--- src/rtl/sync_fifo_param_if.sv ---
// Handshake/data bundle for sync_fifo_param: producer/consumer side is master,
// the FIFO itself is slave.
interface sync_fifo_param_if #(
  parameter int DATA_W = 4,
  parameter int DEPTH  = 16
);
  localparam int CNT_W = $clog2(DEPTH + 1);

  logic [DATA_W-1:0] data_in;
  logic              wr_en;
  logic              rd_en;
  logic [DATA_W-1:0] data_out;
  logic              empty;
  logic              full;
  logic              almost_full;
  logic              almost_empty;
  logic [CNT_W-1:0]  count;
  logic              overflow;
  logic              underflow;

  modport master (
    output data_in, wr_en, rd_en,
    input  data_out, empty, full, almost_full, almost_empty, count, overflow, underflow
  );

  modport slave (
    input  data_in, wr_en, rd_en,
    output data_out, empty, full, almost_full, almost_empty, count, overflow, underflow
  );
endinterface

--- src/rtl/sync_fifo_param.sv ---
// Parametrised single-clock FIFO with registered count/threshold flags and
// overflow/underflow pulses. Define SYNC_FIFO_FWFT_EN for first-word-fall-through reads.
module sync_fifo_param #(
  parameter int DATA_W   = 4,
  parameter int DEPTH    = 16,
  parameter int AF_LEVEL = 14,
  parameter int AE_LEVEL = 2
) (
  input logic             clk,
  input logic             rst,
  sync_fifo_param_if.slave bus
);
  localparam int ADDR_W = $clog2(DEPTH);
  localparam int CNT_W  = $clog2(DEPTH + 1);

  logic [DATA_W-1:0] mem [DEPTH];
  logic [ADDR_W-1:0] wr_ptr;
  logic [ADDR_W-1:0] rd_ptr;
  logic [CNT_W-1:0]  count_q;
  logic [CNT_W-1:0]  count_nxt;
  logic              empty_q;
  logic              full_q;
  logic              af_q;
  logic              ae_q;
  logic              ov_q;
  logic              uf_q;
  logic              wr_ok;
  logic              rd_ok;

  // A full FIFO still accepts a write when a read frees the head slot in the same cycle.
  always_comb begin
    rd_ok     = bus.rd_en & ~empty_q;
    wr_ok     = bus.wr_en & (~full_q | rd_ok);
    count_nxt = count_q;
    if (wr_ok && !rd_ok)
      count_nxt = count_q + CNT_W'(1);
    else if (rd_ok && !wr_ok)
      count_nxt = count_q - CNT_W'(1);
  end

  always_ff @(posedge clk) begin
    if (wr_ok && !rst)
      mem[wr_ptr] <= bus.data_in;
  end

  always_ff @(posedge clk) begin
    if (rst) begin
      wr_ptr  <= '0;
      rd_ptr  <= '0;
      count_q <= '0;
      empty_q <= 1'b1;
      full_q  <= 1'b0;
      af_q    <= 1'b0;
      ae_q    <= 1'b1;
      ov_q    <= 1'b0;
      uf_q    <= 1'b0;
    end else begin
      if (wr_ok)
        wr_ptr <= wr_ptr + ADDR_W'(1);
      if (rd_ok)
        rd_ptr <= rd_ptr + ADDR_W'(1);
      count_q <= count_nxt;
      empty_q <= (count_nxt == '0);
      full_q  <= (count_nxt == CNT_W'(DEPTH));
      af_q    <= (count_nxt >= CNT_W'(AF_LEVEL));
      ae_q    <= (count_nxt <= CNT_W'(AE_LEVEL));
      ov_q    <= bus.wr_en & ~wr_ok;
      uf_q    <= bus.rd_en & ~rd_ok;
    end
  end

`ifdef SYNC_FIFO_FWFT_EN
  // Head word is presented directly; rd_en only acknowledges/pops it.
  assign bus.data_out = mem[rd_ptr];
`else
  logic [DATA_W-1:0] dout_q;

  always_ff @(posedge clk) begin
    if (rst)
      dout_q <= '0;
    else if (rd_ok)
      dout_q <= mem[rd_ptr];
  end

  assign bus.data_out = dout_q;
`endif

  assign bus.count        = count_q;
  assign bus.empty        = empty_q;
  assign bus.full         = full_q;
  assign bus.almost_full  = af_q;
  assign bus.almost_empty = ae_q;
  assign bus.overflow     = ov_q;
  assign bus.underflow    = uf_q;
endmodule

--- src/flat_wrapper.sv ---
// flat-port wrapper written by rule: the top's interface ports become plain ports
module sync_fifo_param_flat 
#(
  parameter int DATA_W   = 4,
  parameter int DEPTH    = 16,
  parameter int AF_LEVEL = 14,
  parameter int AE_LEVEL = 2
)
  (clk, rst, bus_data_in, bus_wr_en, bus_rd_en, bus_data_out, bus_empty, bus_full, bus_almost_full, bus_almost_empty, bus_count, bus_overflow, bus_underflow);
  sync_fifo_param_if #(.DATA_W(DATA_W), .DEPTH(DEPTH)) bus_i ();
  input logic clk;
  input logic rst;
  input wire logic [$bits(bus_i.data_in)-1:0] bus_data_in;
  input wire logic [$bits(bus_i.wr_en)-1:0] bus_wr_en;
  input wire logic [$bits(bus_i.rd_en)-1:0] bus_rd_en;
  output wire logic [$bits(bus_i.data_out)-1:0] bus_data_out;
  output wire logic [$bits(bus_i.empty)-1:0] bus_empty;
  output wire logic [$bits(bus_i.full)-1:0] bus_full;
  output wire logic [$bits(bus_i.almost_full)-1:0] bus_almost_full;
  output wire logic [$bits(bus_i.almost_empty)-1:0] bus_almost_empty;
  output wire logic [$bits(bus_i.count)-1:0] bus_count;
  output wire logic [$bits(bus_i.overflow)-1:0] bus_overflow;
  output wire logic [$bits(bus_i.underflow)-1:0] bus_underflow;
  assign bus_i.data_in = bus_data_in;
  assign bus_i.wr_en = bus_wr_en;
  assign bus_i.rd_en = bus_rd_en;
  assign bus_data_out = bus_i.data_out;
  assign bus_empty = bus_i.empty;
  assign bus_full = bus_i.full;
  assign bus_almost_full = bus_i.almost_full;
  assign bus_almost_empty = bus_i.almost_empty;
  assign bus_count = bus_i.count;
  assign bus_overflow = bus_i.overflow;
  assign bus_underflow = bus_i.underflow;
  sync_fifo_param #(.DATA_W(DATA_W), .DEPTH(DEPTH), .AF_LEVEL(AF_LEVEL), .AE_LEVEL(AE_LEVEL)) u_core (.clk(clk), .rst(rst), .bus(bus_i));
endmodule
--- config.mk ---
export PLATFORM = sky130hd
export DESIGN_NAME = sync_fifo_param_flat
export DESIGN_NICKNAME = d
export VERILOG_FILES = /design/src/rtl/sync_fifo_param_if.sv /design/src/rtl/sync_fifo_param.sv /design/src/flat_wrapper.sv
export SDC_FILE = /design/constraint.sdc
export NUM_CORES = 1
export LEC_CHECK = 0
export ABC_AREA = 1
export CORE_ASPECT_RATIO = 0.8
export CORE_MARGIN = 2
export CORE_UTILIZATION = 26
export DETAILED_ROUTE_END_ITERATION = 10
export GPL_ROUTABILITY_DRIVEN = 0
export SLEW_MARGIN = 20
export SYNTH_ARGS = -nofsm -noshare
export SYNTH_HDL_FRONTEND = slang
export SYNTH_SLANG_ARGS = --single-unit
--- constraint.sdc ---
create_clock -name clk -period 2.2 [get_ports clk]
set_clock_uncertainty 0.15 [all_clocks]
set_input_delay 0.44 -clock clk [delete_from_list [all_inputs] [get_ports clk]]
set_output_delay 0.44 -clock clk [all_outputs]
set_load 0.01 [all_outputs]
Word-level counts from Yosys, hierarchy flattened. Memories as Yosys holds them, arrays and structs flattened. A register that Yosys moved wholly into a read port is not among the register bits. Index checks and enable logic that the tools add are counted. W data, S select, Z words.

Word-level logic and storage cells: 37. Register bits after elaboration: 19. Bits in writable memories: 64. Bits of input ports: 8. Memories: 1.

Add/sub/neg operators: 4. $lt $le $gt $ge: 2. Equal/unequal tests: 1. Muxes and demuxes: 4. Bitwise logic cells: 9. Reductions and logical operators: 7.

Memory list: u_core.mem (depth 16, width 4, rd ports 1, clocked after Yosys merged registers in 1, write ports 1, line sync_fifo_param.sv:16) `logic [DATA_W-1:0] mem [DEPTH];`.

Operators with widths (number): $mux W5 (2); $add A4 B1 Y4 const B (2); $add A5 B1 Y5 const B (1); $eq A5 B5 Y1 const B (1); $ge A5 B4 Y1 const B (1); $le A5 B2 Y1 const B (1); $logic_not A5 Y1 (1); $sub A5 B1 Y5 const B (1); $and A1 B1 Y1 (4); $not A1 Y1 (4); $logic_and A1 B1 Y1 (3); $logic_not A1 Y1 (3); $mux W1 (2); $or A1 B1 Y1 (1).

Depth between registers and ports, before layout. Gate-level depths: netlist (run 1).

Word-level depth: 9. Gate-level depth with buffers: 11. Mapped depth without buffers: 10.

Worst setup path after synthesis (run 1). Ideal clock, no wire load.

Kind: register -> register. From: register u_core.empty_q, in the netlist u_core.bus.empty. To: memory u_core.mem[10][0], enable pin. Arrival: 1.170 ns. Setup slack: 0.551 ns. Period minus slack after synthesis: 1.649 ns. Required time: 1.721 ns. Cell stages (with the launch flop): 8. Buffers on the path: 0. Cells stage by stage: dfxtp_1 -> inv_2 -> nand2_4 -> nand2_1 -> nand2_1 -> nor2_2 -> nand2_1 -> nor2_1.

Longest elaborated chain between the ends: 7.

Ends and longest elaborated chain: start, declared (line sync_fifo_param.sv:21) `logic empty_q;`; start signal, assigned (line sync_fifo_param.sv:63) `empty_q <= (count_nxt == '0);`; $not A1 Y1 (line sync_fifo_param.sv:32) `rd_ok = bus.rd_en & ~empty_q;`; $and A1 B1 Y1 (line sync_fifo_param.sv:32); $or A1 B1 Y1 (line sync_fifo_param.sv:33) `wr_ok = bus.wr_en & (~full_q | rd_ok);`; $and A1 B1 Y1 (line sync_fifo_param.sv:33); $logic_and A1 B1 Y1 (line sync_fifo_param.sv:42) `if (wr_ok && !rst)`; $mux W1 (line sync_fifo_param.sv:42); $mux W1 (not written as such) (line sync_fifo_param.sv:43) `mem[wr_ptr] <= bus.data_in;`; end, declared (line sync_fifo_param.sv:16).

No other way between the ends.

Worst setup path in the final report (run 1).
From: input port bus_rd_en. To: memory u_core.mem[0][0], enable pin.

Longest elaborated chain between the ends: 6.

Ends and longest elaborated chain: start, declared (line flat_wrapper.sv:15) `input wire logic [$bits(bus_i.rd_en)-1:0] bus_rd_en;`; $and A1 B1 Y1 (line sync_fifo_param.sv:32); $or A1 B1 Y1 (line sync_fifo_param.sv:33); $and A1 B1 Y1 (line sync_fifo_param.sv:33); $logic_and A1 B1 Y1 (line sync_fifo_param.sv:42); $mux W1 (line sync_fifo_param.sv:42); $mux W1 (not written as such) (line sync_fifo_param.sv:43).

No other way between the ends.

==> flow_metrics.py, run 1 <==
metrics = {
    "timing": {
        "hold_viol_final": 0,
        "timing.final.crit_share": 0.925,
        "fin_crit_ps": 2040,
        "tightest_slew_ps": 404,
        "slew_headroom": 0.730,
        "rsz0062_at_grt": "no",
        "setup_slack_ps": 164,
        "setup_viol": 0,
        "drv_slew": 0,
        "fmax_mhz": 491,
    },
    "yosys": {
        "yosys.area_share.simple": 0.273,
        "ys_warn_count": 0,
        "syn-num-nets": 410,
        "synthMuxAreaShare": 0,
        "syn_area_per_cell_um2": 9.64,
        "synth.cell_area_um2": 3810,
        "ys_seq_area_frac": 0.625,
        "synthCells": 395,
        "synth_compound_area_frac": 0.0197,
        "synthDistinctLibCells": 27,
        "ys_ff_latch": 87,
        "synth_top_family_by_area": "simple AND/OR/NAND/NOR gates",
        "synth_xor_area_frac": 0.00920,
        "yosys.area_share.adder": 0.0230,
    },
    "place": {
        "dp_hpwl_um": 6040,
        "dp_cells": 610,
        "dp_worst_setup_slack_ps": -184,
        "place_area_um2": 4340,
        "io_buffers": 22,
    },
    "final_layout": {
        "finalNetCount": 452,
        "antennaDiodeCount": 0,
        "layout_common_cells": "nand2_1, edfxtp_1, nand3_1, nor2_1, dfxtp_1",
        "layout_commonest_cell": "nand2_1",
        "fin_cells": 626,
        "fillerInstances": 1438,
        "drive_gt1_frac": 0.120,
        "area_growth_pct": 21.3,
        "stdcell_area_um2": 4620,
    },
    "cts": {
        "cts.clk_slew.worst_paths_ps": 60,
        "clock_latency_ps": 330,
        "cts_num_sinks": 87,
        "cts.path.max_buffers": 2,
        "htreeDepth": 3,
        "cts_resized": 0,
        "clockRootBuffer": "clkbuf_16",
        "cts_setup_buffers": 0,
        "tritoncts": "built",
        "hold_buffers": 0,
        "cts_made_buffers": 9,
    },
    "grt": {
        "grt_max_degree": 35,
        "grt_usage": 0.113,
        "grt_pass1_wl_um": 13800,
        "overflow": 0,
        "grt_pass1_vias": 2684,
        "antenna_found_initial": 0,
    },
    "floorplanning": {
        "dieArea_um2": 15600,
        "core-area_um2": 14300,
        "rows": 39,
        "io_pins": 23,
        "die_y_um": 112,
        "start_util": 0.266,
        "die_w_um": 139,
    },
    "power": {
        "vdd_drop_max_uv": 480,
        "p_leak_nw": 1.81,
        "p_per_area_nw_per_um2": 839,
        "finalPower_w": 0.00388,
    },
    "worst_setup_path": {
        "critPathRequiredTime_ps": 2050,
        "critPathLaunchType": "primary input",
        "critical_path_class": "primary input to register",
        "crit_path_end_kind": "register",
        "r2r_slack_ps": 400,
        "path_max_fanout": 4,
        "worst-endpoint-arrival_ps": 1890,
    },
    "min_path": {
        "min_path_type": "register to register",
    },
    "run_status": {
        "outcome": "complete, no violations",
    },
    "detailed_routing": {
        "ant_nets": 0,
        "drc": 0,
        "vias": 2779,
        "drt_iter0_markers": 197,
        "drt-wirelength-per-cell_um": 13.3,
        "finalWirelength_um": 8350,
        "drt_pass1_iterations": 5,
        "vias_per_cell": 4.44,
    },
    "job": {
        "max-cap-violations": 0,
    },
}
==> sequential cells by signal (all words and copies together) (netlist names) <==
name and count:
u_core.bus.full 1, u_core.bus.almost_empty 1, u_core.rd_ptr 4, u_core.wr_ptr 4
u_core.bus.data_out 4, u_core.bus.empty 1, u_core.bus.overflow 1, u_core.bus.almost_full 1
u_core.mem 64, u_core.bus.count 5, u_core.bus.underflow 1
==> critical path, stage by stage <==
cell and delay (ps):
clkdlybuf4s50_1 540, nand2_4 70, nand2_1 80, nand2_1 90, nor2_2 190, nand2_1 190, nor2_1 300
==> kinds of logic after synthesis <==
kind of cell | count (synthesis)
AND/OR/NAND/NOR | 241
AO/OA/AOI/OAI | 15
buffers and inverters | 41
adder cells (fa/ha/maj) | 7
flip-flops | 87
XOR/XNOR | 4
==> metal layers <==
layer	up-vias	GRT usage	wire (um)
met5	-	0	0
met4	0	0.0370	101
met3	8	0.0299	423
met2	66	0.174	3670
met1	1313	0.157	4160
li1	1392	-	-
==> layout make-up <==
type	count	area [um^2]	area share
flip-flops and latches	87	2380	0.516
multi-input cells	267	1240	0.268
inverters	28	108	0.0233
well taps	184	230	0.0499
clock inverters	6	45.0	0.00975
clock buffers	10	229	0.0496
repair buffers	44	385	0.0834
==> metrics by stage <==
stage | utilization | hold slack, ps | setup TNS, ps
floorplan | - | 346 | 0
global placement | 0.304 | 360 | -5420
detailed placement | 0.304 | 360 | -7960
CTS | 0.323 | 365 | 0
global route | 0.323 | 401 | 0
finish | 0.323 | 363 | 0
==> synth_stat cells <==
cell      count  area, um^2
clkbuf_1      1        3.75
nor2_2        4        25.0
nand4_1       1        6.26
nand3_1      55         275
dfxtp_1      23         460
inv_4         1        6.26
xnor2_1       1        8.76
o21ai_1       3        15.0
nand3_4       1        17.5
nor2_1       32         120
nand2_1     137         514
ha_1          7        87.6
buf_6         1        11.3
nor2_4        2        22.5
nor3_1        4        20.0
buf_4         4        30.0
buf_2         7        35.0
inv_2         5        18.8
a21oi_1       9        45.0
xor2_1        3        26.3
nand3_2       1        10.0
nor4_1        1        6.26
nand2_2       2        12.5
edfxtp_1     64        1920
inv_1        22        82.6
o21ai_0       3        15.0
nand2_4       1        11.3
==> where the power goes <==
group          switching (W)  total, W  internal [W]
logic               0.000391  0.000636      0.000244
clock network       0.000598   0.00137      0.000770
registers          0.0000498   0.00187       0.00182
==> worst paths after layout <==
| kind | to | startpoint | cells past startpoint |
|---|---|---|---|
| setup / recovery | u_core.mem[0][0] | bus_rd_en | 7 |
| hold / removal | u_core.bus.overflow | u_core.bus.full | 2 |
| setup reg to reg | u_core.mem[0][0] | u_core.bus.empty | 7 |
| hold reg to reg | u_core.bus.overflow | u_core.bus.full | 2 |
Power figures use the tool's default switching activity.
==> run 2, diff against run 1 <==
DONT_BUFFER_PORTS = 1   (was unset)
==> flow_metrics.py, run 2 (synthesis results as in run 1) <==
metrics = {
    "final_layout": {
        "layout_common_cells": "nand2_1, edfxtp_1, nand3_1, nor2_1, dfxtp_1",
        "fillerInstances": 1447,
        "largest_register_ffs": 64,
        "drive_gt1_frac": 0.0848,
        "finalNetCount": 411,
        "top_register": "u_core.mem",
        "layout_commonest_cell": "nand2_1",
        "antennaDiodeCount": 0,
        "area_growth_pct": 12.7,
    },
    "grt": {
        "grt-busiest-layer": "met2",
        "grt_usage": 0.114,
        "antenna_found_initial": 0,
        "grt_max_degree": 35,
        "met1_usage": 0.157,
        "grt_pass1_vias": 2633,
        "globalRouteMet2Util": 0.175,
        "gr-usage-met3": 0.0346,
        "grt_pass1_wl_um": 13900,
        "overflow": 0,
    },
    "detailed_routing": {
        "vias": 2646,
        "drc": 0,
        "ant_nets": 0,
        "vias_per_cell": 4.52,
        "finalWirelength_um": 8430,
        "drt_iter0_markers": 311,
        "drt_pass1_iterations": 5,
        "drt-wirelength-per-cell_um": 14.4,
    },
    "worst_setup_path": {
        "worst-endpoint-arrival_ps": 1830,
        "critPathRequiredTime_ps": 2050,
        "critPathLaunchType": "register",
        "path_cells": "inv_2, nand2_4, nand2_1, nand2_1, nor2_2, nand2_1, nor2_1",
        "cpPeakStageDelay_ps": 370,
        "path_common_cell": "nand2_1",
        "crit_path_end_kind": "register",
        "critical_path_class": "register to register",
        "cp_top_family": "simple AND/OR/NAND/NOR gates",
        "path_max_fanout": 7,
        "path_buf_inv": 1,
        "cp_slowest_cell": "dfxtp_1",
    },
    "floorplanning": {
        "core-area_um2": 14300,
        "die_y_um": 112,
        "die_w_um": 139,
        "start_util": 0.266,
        "rows": 39,
        "io_pins": 23,
        "dieArea_um2": 15600,
    },
    "cts": {
        "htreeDepth": 3,
        "cts.path.max_buffers": 2,
        "hold_buffers": 0,
        "clock_latency_ps": 340,
        "cts_made_buffers": 9,
        "cts_setup_buffers": 0,
        "clockRootBuffer": "clkbuf_16",
        "cts_resized": 0,
        "cts.clk_slew.worst_paths_ps": 60,
        "tritoncts": "built",
        "cts_num_sinks": 87,
    },
    "timing": {
        "timing.final.crit_share": 0.896,
        "fin_crit_ps": 1970,
        "setup_viol": 0,
        "tightest_slew_ps": 402,
        "fin_tns_setup_ps": 0,
        "whs_ps": 23.8,
        "rsz0062_at_grt": "no",
        "drv_slew": 0,
        "slew_headroom": 0.731,
        "hold_viol_final": 0,
        "fmax_mhz": 507,
    },
    "run_status": {
        "outcome": "complete, no violations",
    },
    "power": {
        "p_per_area_nw_per_um2": 913,
        "p_leak_nw": 1.66,
        "vdd_drop_max_uv": 395,
    },
    "place": {
        "dp_hpwl_um": 6070,
        "io_buffers": 0,
    },
    "min_path": {
        "min_path_type": "primary input to register",
    },
    "job": {
        "max-cap-violations": 0,
    },
}
==> run 2: changes by cell type in the layout (fill, tap and decap cells not counted), sizes merged <==
cell	before	now
clkdlybuf4s50	22	0
clkbuf	10	13
buf	22	3
clkinvlp	2	0
inv	30	28
bufinv	0	1
==> run 2: path summary, 6_finish.rpt <==
path	startpoint	to	slack, ps	depth (start not counted)
max reg2reg	u_core.bus.empty	u_core.mem[5][1]	230	7
min reg2reg	u_core.bus.full	u_core.bus.overflow	400	2
max	u_core.bus.empty	u_core.mem[5][1]	230	7
min	rst	u_core.bus.count[0]	20	1
==> run 2: through the flow <==
step | instances | instance area (um^2) | setup slack [ps] | total power (W) | utilization
2_1_floorplan | 395 | 3810 | 551 | 0.00230 | -
3_3_place_gp | 569 | 3980 | 298 | 0.00240 | 0.278
3_5_place_dp | 569 | 3980 | 216 | 0.00240 | 0.278
4_1_cts | 585 | 4290 | 207 | 0.00395 | 0.300
5_1_grt | 585 | 4290 | 74.0 | 0.00410 | 0.300
6_report | 585 | 4290 | 228 | 0.00392 | 0.300
==> run 2: final cells by class <==
cell class	instances	area (um^2)	share of cell area
sequential	87	2380	0.555
multi-input combinational	267	1240	0.289
clock buffer	13	272	0.0632
tap	184	230	0.0536
inverter	28	108	0.0251
clock inverter	3	40.0	0.00933
timing repair buffer	3	22.5	0.00525
==> run 2: power breakdown <==
part           switching, W  internal [W]  total (W)
Sequential        0.0000783       0.00182    0.00190
Combinational      0.000315      0.000152   0.000467
Clock              0.000577      0.000976    0.00155
==> run 2: routing by layer <==
layer  part of all wire  vias to the layer above  wire length, um
met3              0.060                       14              504
met5                  0                        -                0
met1               0.48                     1250             4060
met2               0.44                       71             3740
met4              0.015                        0              126
li1                   -                     1311                -
